**src/rtl/mips_ctrl_pkg.sv**
```systemverilog
// Shared encodings for the MIPS execute-stage control path: ALUOp, ALU control,
// function codes, sequencer states and the decoder result payload.
package mips_ctrl_pkg;

   localparam int unsigned ALU_OP_W   = 2;
   localparam int unsigned ALU_CTRL_W = 3;
   localparam int unsigned FUNCT_B_W  = 4;

   localparam logic [ALU_OP_W-1:0] ALUOP_RTYPE = 2'b00;
   localparam logic [ALU_OP_W-1:0] ALUOP_SUB   = 2'b01;
   localparam logic [ALU_OP_W-1:0] ALUOP_SLT   = 2'b10;
   localparam logic [ALU_OP_W-1:0] ALUOP_ADD   = 2'b11;

   localparam logic [ALU_CTRL_W-1:0] ALU_ADD = 3'b000;
   localparam logic [ALU_CTRL_W-1:0] ALU_SUB = 3'b001;
   localparam logic [ALU_CTRL_W-1:0] ALU_AND = 3'b010;
   localparam logic [ALU_CTRL_W-1:0] ALU_OR  = 3'b011;
   localparam logic [ALU_CTRL_W-1:0] ALU_SLT = 3'b100;

   localparam logic [FUNCT_B_W-1:0] FUNCT_ADD = 4'b0000;
   localparam logic [FUNCT_B_W-1:0] FUNCT_SUB = 4'b0001;
   localparam logic [FUNCT_B_W-1:0] FUNCT_AND = 4'b0010;
   localparam logic [FUNCT_B_W-1:0] FUNCT_OR  = 4'b0011;
   localparam logic [FUNCT_B_W-1:0] FUNCT_SLT = 4'b0100;
   localparam logic [FUNCT_B_W-1:0] FUNCT_MUL = 4'b0101;
   localparam logic [FUNCT_B_W-1:0] FUNCT_DIV = 4'b0110;
   localparam logic [FUNCT_B_W-1:0] FUNCT_JR  = 4'b1000;

   typedef enum logic [1:0] {
      IDLE    = 2'd0,
      MD_RUN  = 2'd1,
      MD_DONE = 2'd2
   } state_e;

   typedef struct packed {
      logic [ALU_CTRL_W-1:0] alu_ctrl;
      logic                  jr;
      logic                  is_md;
      logic                  md_op;
      logic                  illegal;
   } dec_t;

endpackage

```
**src/rtl/alu_funct_decode.sv**
```systemverilog
// Combinational ALU control decoder: {alu_op, funct} -> ALU select, JR,
// multiply/divide request and illegal-function flag.
module alu_funct_decode
   import mips_ctrl_pkg::*;
#(
   parameter int unsigned FUNCT_W = 4
) (
   input  logic [ALU_OP_W-1:0] alu_op,
   input  logic [FUNCT_W-1:0]  funct,
   output dec_t                dec_c
);

   logic                 hi_zero;
   logic [FUNCT_B_W-1:0] funct_lo;

   // Only the low four bits carry defined codes; anything above must be zero.
   assign hi_zero  = ((funct >> FUNCT_B_W) == '0);
   assign funct_lo = funct[FUNCT_B_W-1:0];

   always_comb begin
      dec_c = '0;
      case (alu_op)
         ALUOP_ADD: dec_c.alu_ctrl = ALU_ADD;
         ALUOP_SLT: dec_c.alu_ctrl = ALU_SLT;
         ALUOP_SUB: dec_c.alu_ctrl = ALU_SUB;
         default: begin
            if (!hi_zero) begin
               dec_c.illegal = 1'b1;
            end else begin
               case (funct_lo)
                  FUNCT_ADD: dec_c.alu_ctrl = ALU_ADD;
                  FUNCT_SUB: dec_c.alu_ctrl = ALU_SUB;
                  FUNCT_AND: dec_c.alu_ctrl = ALU_AND;
                  FUNCT_OR:  dec_c.alu_ctrl = ALU_OR;
                  FUNCT_SLT: dec_c.alu_ctrl = ALU_SLT;
                  FUNCT_JR:  dec_c.jr       = 1'b1;
                  FUNCT_MUL: dec_c.is_md    = 1'b1;
                  FUNCT_DIV: begin
                     dec_c.is_md = 1'b1;
                     dec_c.md_op = 1'b1;
                  end
                  default:   dec_c.illegal  = 1'b1;
               endcase
            end
         end
      endcase
   end

endmodule

```
**src/rtl/exec_ctrl_seq.sv**
```systemverilog
// Execute-stage control: registers the ALU decode, sequences multi-cycle
// MUL/DIV with a pipeline stall, and handles flush/abort.
module exec_ctrl_seq
   import mips_ctrl_pkg::*;
#(
   parameter int unsigned FUNCT_W   = 4,
   parameter int unsigned MD_CYCLES = 16,
   parameter int unsigned CNT_W     = $clog2(MD_CYCLES)
) (
   input  logic                  clk,
   input  logic                  rst_n,
   input  logic                  valid_in,
   output logic                  in_ready,
   input  logic [ALU_OP_W-1:0]   alu_op,
   input  logic [FUNCT_W-1:0]    funct,
   input  logic                  flush,
   output logic                  valid_out,
   output logic [ALU_CTRL_W-1:0] alu_ctrl,
   output logic                  jr_ctrl,
   output logic                  md_start,
   output logic                  md_op,
   output logic                  md_abort,
   output logic                  stall,
   output logic                  illegal
);

   state_e                state_q, state_d;
   logic [CNT_W-1:0]      cnt_q, cnt_d;
   logic                  valid_out_q, valid_out_d;
   logic [ALU_CTRL_W-1:0] alu_ctrl_q, alu_ctrl_d;
   logic                  jr_hold_q, jr_hold_d;
   logic                  ill_hold_q, ill_hold_d;
   logic                  jr_ctrl_q, jr_ctrl_d;
   logic                  illegal_q, illegal_d;
   logic                  md_start_q, md_start_d;
   logic                  md_op_q, md_op_d;
   logic                  md_abort_q, md_abort_d;
   logic                  accept_c;
   dec_t                  dec_c;

   alu_funct_decode #(.FUNCT_W(FUNCT_W)) u_dec (
      .alu_op (alu_op),
      .funct  (funct),
      .dec_c  (dec_c)
   );

   // MD_DONE already frees the unit, so a new instruction can follow the result.
   assign in_ready = (state_q != MD_RUN);
   assign stall    = (state_q == MD_RUN);
   assign accept_c = valid_in && in_ready && !flush;

   always_comb begin
      state_d     = state_q;
      cnt_d       = cnt_q;
      valid_out_d = 1'b0;
      alu_ctrl_d  = alu_ctrl_q;
      jr_hold_d   = jr_hold_q;
      ill_hold_d  = ill_hold_q;
      md_op_d     = md_op_q;
      md_start_d  = 1'b0;
      md_abort_d  = 1'b0;
      jr_ctrl_d   = 1'b0;
      illegal_d   = 1'b0;

      case (state_q)
         MD_RUN: begin
            if (flush) begin
               state_d    = IDLE;
               cnt_d      = '0;
               md_abort_d = 1'b1;
            end else if (cnt_q == '0) begin
               state_d     = MD_DONE;
               valid_out_d = 1'b1;
            end else begin
               cnt_d = cnt_q - CNT_W'(1);
            end
         end
         default: begin
            state_d = IDLE;
            if (accept_c) begin
               alu_ctrl_d = dec_c.alu_ctrl;
               jr_hold_d  = dec_c.jr;
               ill_hold_d = dec_c.illegal;
               md_op_d    = dec_c.md_op;
               if (dec_c.is_md) begin
                  state_d    = MD_RUN;
                  cnt_d      = CNT_W'(MD_CYCLES - 1);
                  md_start_d = 1'b1;
               end else begin
                  valid_out_d = 1'b1;
               end
            end
         end
      endcase

      // Held flags are only visible alongside a valid result.
      jr_ctrl_d = valid_out_d && jr_hold_d;
      illegal_d = valid_out_d && ill_hold_d;
   end

   always_ff @(posedge clk or negedge rst_n) begin
      if (!rst_n) begin
         state_q     <= IDLE;
         cnt_q       <= '0;
         valid_out_q <= 1'b0;
         alu_ctrl_q  <= '0;
         jr_hold_q   <= 1'b0;
         ill_hold_q  <= 1'b0;
         jr_ctrl_q   <= 1'b0;
         illegal_q   <= 1'b0;
         md_start_q  <= 1'b0;
         md_op_q     <= 1'b0;
         md_abort_q  <= 1'b0;
      end else begin
         state_q     <= state_d;
         cnt_q       <= cnt_d;
         valid_out_q <= valid_out_d;
         alu_ctrl_q  <= alu_ctrl_d;
         jr_hold_q   <= jr_hold_d;
         ill_hold_q  <= ill_hold_d;
         jr_ctrl_q   <= jr_ctrl_d;
         illegal_q   <= illegal_d;
         md_start_q  <= md_start_d;
         md_op_q     <= md_op_d;
         md_abort_q  <= md_abort_d;
      end
   end

   assign valid_out = valid_out_q;
   assign alu_ctrl  = alu_ctrl_q;
   assign jr_ctrl   = jr_ctrl_q;
   assign illegal   = illegal_q;
   assign md_start  = md_start_q;
   assign md_op     = md_op_q;
   assign md_abort  = md_abort_q;

endmodule

```
**config.mk**
```make
export PLATFORM = sky130hd
export DESIGN_NAME = exec_ctrl_seq
export DESIGN_NICKNAME = d
export VERILOG_FILES = /design/src/rtl/mips_ctrl_pkg.sv /design/src/rtl/alu_funct_decode.sv /design/src/rtl/exec_ctrl_seq.sv
export SDC_FILE = /design/constraint.sdc
export NUM_CORES = 1
export LEC_CHECK = 0
export BUFFER_PORTS_ARGS = -buffer_cell sky130_fd_sc_hd__buf_2
export CORE_ASPECT_RATIO = 0.8
export CORE_MARGIN = 3
export CORE_UTILIZATION = 30
export DETAILED_ROUTE_END_ITERATION = 16
export SYNTH_ARGS = -nofsm -noshare
export SYNTH_HDL_FRONTEND = slang
export SYNTH_SLANG_ARGS = --single-unit
```
**constraint.sdc**
```tcl
create_clock -name clk -period 4 [get_ports clk]
set_input_delay 1 -clock clk [delete_from_list [all_inputs] [get_ports clk]]
set_output_delay 1 -clock clk [all_outputs]
set_load 0.01 [all_outputs]
```
# Word-level counts from Yosys, hierarchy flattened
# Index checks and enable logic that the tools add are counted.
dict set report word_totals {
  inputBits 10
  output_inout_bits 11
  elab_cells 72
  register_bits 17
}
dict set report op_classes {
  bitwise_logic 1
  muxes 31
  addsub 1
  eq_ne 14
  reduce_logical 14
}
# op n
set ops {}
lappend ops {{4-bit two-way mux} 6}
lappend ops {{1-bit two-way mux} 20}
lappend ops {{4-bit by 3-bit == test with 1-bit output (second input constant)} 3}
lappend ops {{3-bit case mux with 4 select lines} 1}
lappend ops {{3-bit case mux with 3 select lines} 1}
lappend ops {{4-bit by 2-bit == test with 1-bit output (second input constant)} 2}
lappend ops {{4-bit logical NOT} 2}
lappend ops {{8-bit OR reduction} 1}
lappend ops {{2-bit two-way mux} 3}
lappend ops {{2-bit by 1-bit == test with 1-bit output (second input constant)} 2}
lappend ops {{2-bit == test (second input constant)} 2}
lappend ops {{4-bit by 1-bit == test with 1-bit output (second input constant)} 1}
lappend ops {{4-bit == test (second input constant)} 1}
lappend ops {{1-bit logical AND} 4}
lappend ops {{2-bit nonzero test} 2}
lappend ops {{4-bit by 1-bit subtractor with 4-bit output (second input constant)} 1}
lappend ops {{3-bit by 2-bit != test with 1-bit output (second input constant)} 1}
lappend ops {{3-bit != test (second input constant)} 1}
lappend ops {{3-bit AND reduction} 1}
lappend ops {{3-bit OR reduction} 1}
lappend ops {{2-bit by 1-bit != test with 1-bit output (second input constant)} 1}
lappend ops {{2-bit AND reduction} 1}
lappend ops {{2-bit OR reduction} 1}
lappend ops {{1-bit logical NOT} 1}
lappend ops {{1-bit inverter} 1}

# Depth between registers and ports, before layout
dict set report depth {
  word_depth 8
  ltp_mapped 6
  ltp_nobuf 6
}

# By module
# Synthesis repeated with hierarchy kept, for this count alone.
dict set report unflattened {
  hier_cells 75
  hier_area_um2 858.3
}
# mod seq_area_each_um2 instances cells_each area_each_um2
set by_module_without_submodules {}
lappend by_module_without_submodules {exec_ctrl_seq 425.4 1 57 735.7}
lappend by_module_without_submodules {alu_funct_decode 0.0 1 18 122.6}

# Least setup slack after synthesis
# Ideal clock, no wire load.
dict set report synth_path {
  path_kind {input-to-reg}
  startpoint {in flush}
  endpoint {reg cnt_q[2]}
  required_time_ps 3878
  path_slack_ps 2010
  cell_stages 5
  arrival_ps 1868
  path_buffers 1
  setup_time_ps 122
  path_cell_list {buf_6 -> nor2b_2 -> nand2_2 -> or2_1 -> a32o_1}
}
dict set report synth_via {
  elab_chain_len 4
  word_cells_on_any_way 7
  classes_between {eq/ne (1); mux (2); reduce/logical (4)}
}
# element line_no
set synth_lines {}
lappend synth_lines {{from (decl)} exec_ctrl_seq.sv:16} ;# input logic flush,
lappend synth_lines {{1-bit logical NOT} exec_ctrl_seq.sv:50} ;# assign accept_c = valid_in && in_ready && !flush;
lappend synth_lines {{1-bit logical AND} exec_ctrl_seq.sv:50}
lappend synth_lines {{2-bit nonzero test (no source line)} n/a}
lappend synth_lines {{3-bit AND reduction (no source line)} n/a}
lappend synth_lines {{to (signal assigned)} exec_ctrl_seq.sv:116} ;# cnt_q <= cnt_d;
lappend synth_lines {{to (decl)} exec_ctrl_seq.sv:28} ;# logic [CNT_W-1:0] cnt_q, cnt_d;
# Parallel ways exist; a longest one is shown, timed or not.
# A chain may end at the register's enable or synchronous reset.

# Worst setup path after layout
dict set report layout_path {
  startpoint {reg state_q[1]}
  endpoint {out stall}
}
dict set report layout_via {
  elab_chain_len 1
}
# element line_no
set layout_lines {}
lappend layout_lines {{from (decl)} exec_ctrl_seq.sv:27} ;# state_e state_q, state_d;
lappend layout_lines {{from (signal assigned)} exec_ctrl_seq.sv:115} ;# state_q <= state_d;
lappend layout_lines {{2-bit by 1-bit == test with 1-bit output} exec_ctrl_seq.sv:49} ;# assign stall = (state_q == MD_RUN);
lappend layout_lines {{to (decl)} exec_ctrl_seq.sv:23} ;# output logic stall,
# No other way between the ends.

==> out/qor.yml <==
outcome:
  run_status: "finished clean"
floorplanning:
  pin_count: 21
  floorplan.initialDensity: 0.326
  placeableCoreArea_mm2: 0.00252
  floorplan.rows: 16
  die_area_mm2: 0.00341
  die_h_um: 52.8
  die_x_extent_um: 64.5
clock_network:
  clock_insertion_delay_worst_skew_ps: 280
  tritoncts: "yes"
  cts.path.max_buffers: 2
  clkSinkCount: 17
  h_tree_depth: 1
  worst_setup_hold_path_clk_slew_ps: 100
  tritoncts.num_buffers: 3
  post_cts.resized_instances: 0
  cts_hold_buf: 0
  cts_setup_buffers: 0
  root_buffer: "sky130_fd_sc_hd__clkbuf_4"
place:
  detailedPlace.worstSlack_ps: 1830
  finalWeightedCongestion: 0.735
  placedCellCount: 134
  dpl-instance-area_um2: 948
  port-buffer-count: 20
  detailedPlacementHpwl_mm: 1.14
global_route:
  grt_overflow: 0
  first_global_vias: 587
  grt_util_all_layers: 0.0999
  antenna_found_initial: 0
  use_met2: 0.168
  grt_first_pass_wirelength_mm: 2.57
  globalRouteMet3Util: 0.0300
  grt_start_max_net_pins: 18
  groute.layer.met1.usage: 0.120
  grt-busiest-layer: "met2"
power_and_ir_drop:
  power.clock.fraction: 0.237
  power.sequential.fraction: 0.559
  pwr-share-comb: 0.204
  netSwitchingFraction: 0.274
  total_power_mw: 0.373
  total_power_per_unit_cell_area_mw_per_mm2: 383
  total_leakage_power_nw: 0.511
  power.ir.vdd_worst_uv: 96.6
  internal_power_mw: 0.271
  switchingPower_mw: 0.102
critical_path:
  max_stage_delay_ps: 360
  timing.critical_path.from_type: "flop"
  path_depth: 3
  r2r_cells: 6
  worst_path_max_delay_cell: "sky130_fd_sc_hd__dfrtp_1"
  reg2reg_setup_slack_ps: 2350
  worstSetupPathType: "reg -> out"
  worst-endpoint-required_ps: 3000
  critPathTopFamily: "flip-flops"
  critical_path.cell_chain: "nand2b_1 > inv_1 > buf_2"
  timing.critical_path.to_type: "output pin"
  cp_data_arrival_time_ps: 1300
  timing.critical_path.buf_inv: 2
  critical_path_peak_fanout: 8
timing:
  worstMarginPinSlew_ps: 401
  timing_max_transition_violations_final: 0
  grt_setup_unrepaired: "false"
  timing.final.setup_violations: 0
  pnr_worst_setup_slack_ps: 1700
  final.period_utilization: 0.575
  maximum_frequency_from_static_timing_analysis_mhz: 435
  timing_hold_violations_final: 0
  slew_headroom: 0.733
  fin_crit_ps: 2300
  setup_total_negative_slack_ps: 0
  worst_clock_skew_ps: 3.22
  fin_worst_hold_slack_ps: 477
yosys:
  syn_area_per_cell_um2: 10.3
  synthCells: 80
  synth_unique_cells: 34
  synth_warnings: 0
  synth_area_um2: 822
  synthesized_net_count: 91
  synth_seq_area_share: 0.518
  total_of_flip_flops_plus_latches_after_synthesis: 17
final_layout:
  nets: 114
  post_route_cells_drive_above_1_share: 0.324
  commonest_cells_after_routing_fill_and_taps_aside: "20 x sky130_fd_sc_hd__buf_2, 17 x sky130_fd_sc_hd__dfrtp_1, 8 x sky130_fd_sc_hd__inv_1"
  final_core_util: 0.386
  filler_cell_count: 259
  total_area_of_multi_input_combinational_cells_um2: 348
  area_delta_synth_final_pct: 18.6
  n_antenna_cell: 0
  final_cells: 138
  area.sequential_um2: 425
  layout_commonest_cell: "sky130_fd_sc_hd__buf_2"
  final_cell_area_um2: 975
hold_path:
  hold_class: "reg -> reg"
  worstHoldPathCells: 2
route:
  drt-wirelength-per-cell_um: 10.6
  num_vias: 643
  vias_per_cell: 4.66
  drcViolationCount: 0
  firstDrtPassIters: 4
  drt_iter0_drc: 36
  totalWireLength_mm: 1.46
  final_antenna_net_count: 0
job:
  maxCapViolCount: 0
## cell families (layout without fill, tap and decap cells)
family	Yosys count	in the layout	share of synthesized area
DFF	17	17	0.518
AOI/OAI and AO/OA	20	20	0.170
buffers and inverters	10	32	0.0594
and+or+nand+nor	29	29	0.202
muxes	1	1	0.0137
xor gates and xnor gates	2	2	0.0213
adders and majority gates	1	1	0.0152
## worst register-to-register path: stages, from the launching register on
cell                      delay (ps)
sky130_fd_sc_hd__dfrtp_1         410
sky130_fd_sc_hd__inv_1            70
sky130_fd_sc_hd__ha_1            170
sky130_fd_sc_hd__or3b_4          420
sky130_fd_sc_hd__nor3_4          180
sky130_fd_sc_hd__a21oi_2          90
sky130_fd_sc_hd__a32o_1          220
## layout make-up
class,instances,area share
sequential,17,0.436
multi-input combinational,53,0.357
clock buffer,4,0.0270
tap,36,0.0462
inverter,8,0.0308
timing repair buffer,20,0.103
## power by group through the flow
stage / registers, mW / logic [mW] / clock network, mW
after floorplan: 0.211 / 0.0557 / 0
after global placement: 0.212 / 0.0758 / 0
after detailed placement: 0.212 / 0.0775 / 0
after CTS: 0.209 / 0.0774 / 0.0940
after global routing: 0.212 / 0.0869 / 0.106
final: 0.208 / 0.0761 / 0.0886
## worst paths after layout
check                                       start                    to
setup / recovery           state_q[1]$_DFFE_PN0P_                 stall
hold / removal               ill_hold_q$_DFF_PN0_  ill_hold_q$_DFF_PN0_
setup reg to reg             cnt_q[0]$_DFFE_PN0P_  cnt_q[2]$_DFFE_PN0P_
hold reg to reg              ill_hold_q$_DFF_PN0_  ill_hold_q$_DFF_PN0_
max in group asynchronous                   rst_n     jr_ctrl$_DFF_PN0_
min in group asynchronous                   rst_n    md_start$_DFF_PN0_
## registers in the layout (all words and copies together) (netlist names)
name	flops
cnt_q	4
alu_ctrl	3
state_q	2
ill_hold_q	1
illegal	1
jr_ctrl	1
jr_hold_q	1
md_abort	1
md_op	1
md_start	1
valid_out	1
## metal layers
metal  wire (um)  share of wire
met1         681           0.47
met2         681           0.47
met3          77          0.053
met4          24          0.016
met5           0              0
## synth_stat cells, drive strengths merged
library cell	n	area share
dfrtp	17	0.52
a21oi	8	0.053
inv	8	0.037
nand2	7	0.035
nor2	7	0.032
o21ai	4	0.029
a32o	2	0.024
and2	2	0.015
buf	2	0.023
nand3	2	0.012
nor3	2	0.026
o22a	2	0.023
o31ai	2	0.018
or2	2	0.015
a22o	1	0.011
and2b	1	0.0091
and3	1	0.0076
ha	1	0.015
mux2	1	0.014
nand2b	1	0.0076
nand4	1	0.0076
nand4b	1	0.011
nor2b	1	0.011
o21ba	1	0.012
or3b	1	0.014
xnor2	1	0.011
xor2	1	0.011
Note: power is estimated with default switching activity, not from simulation.
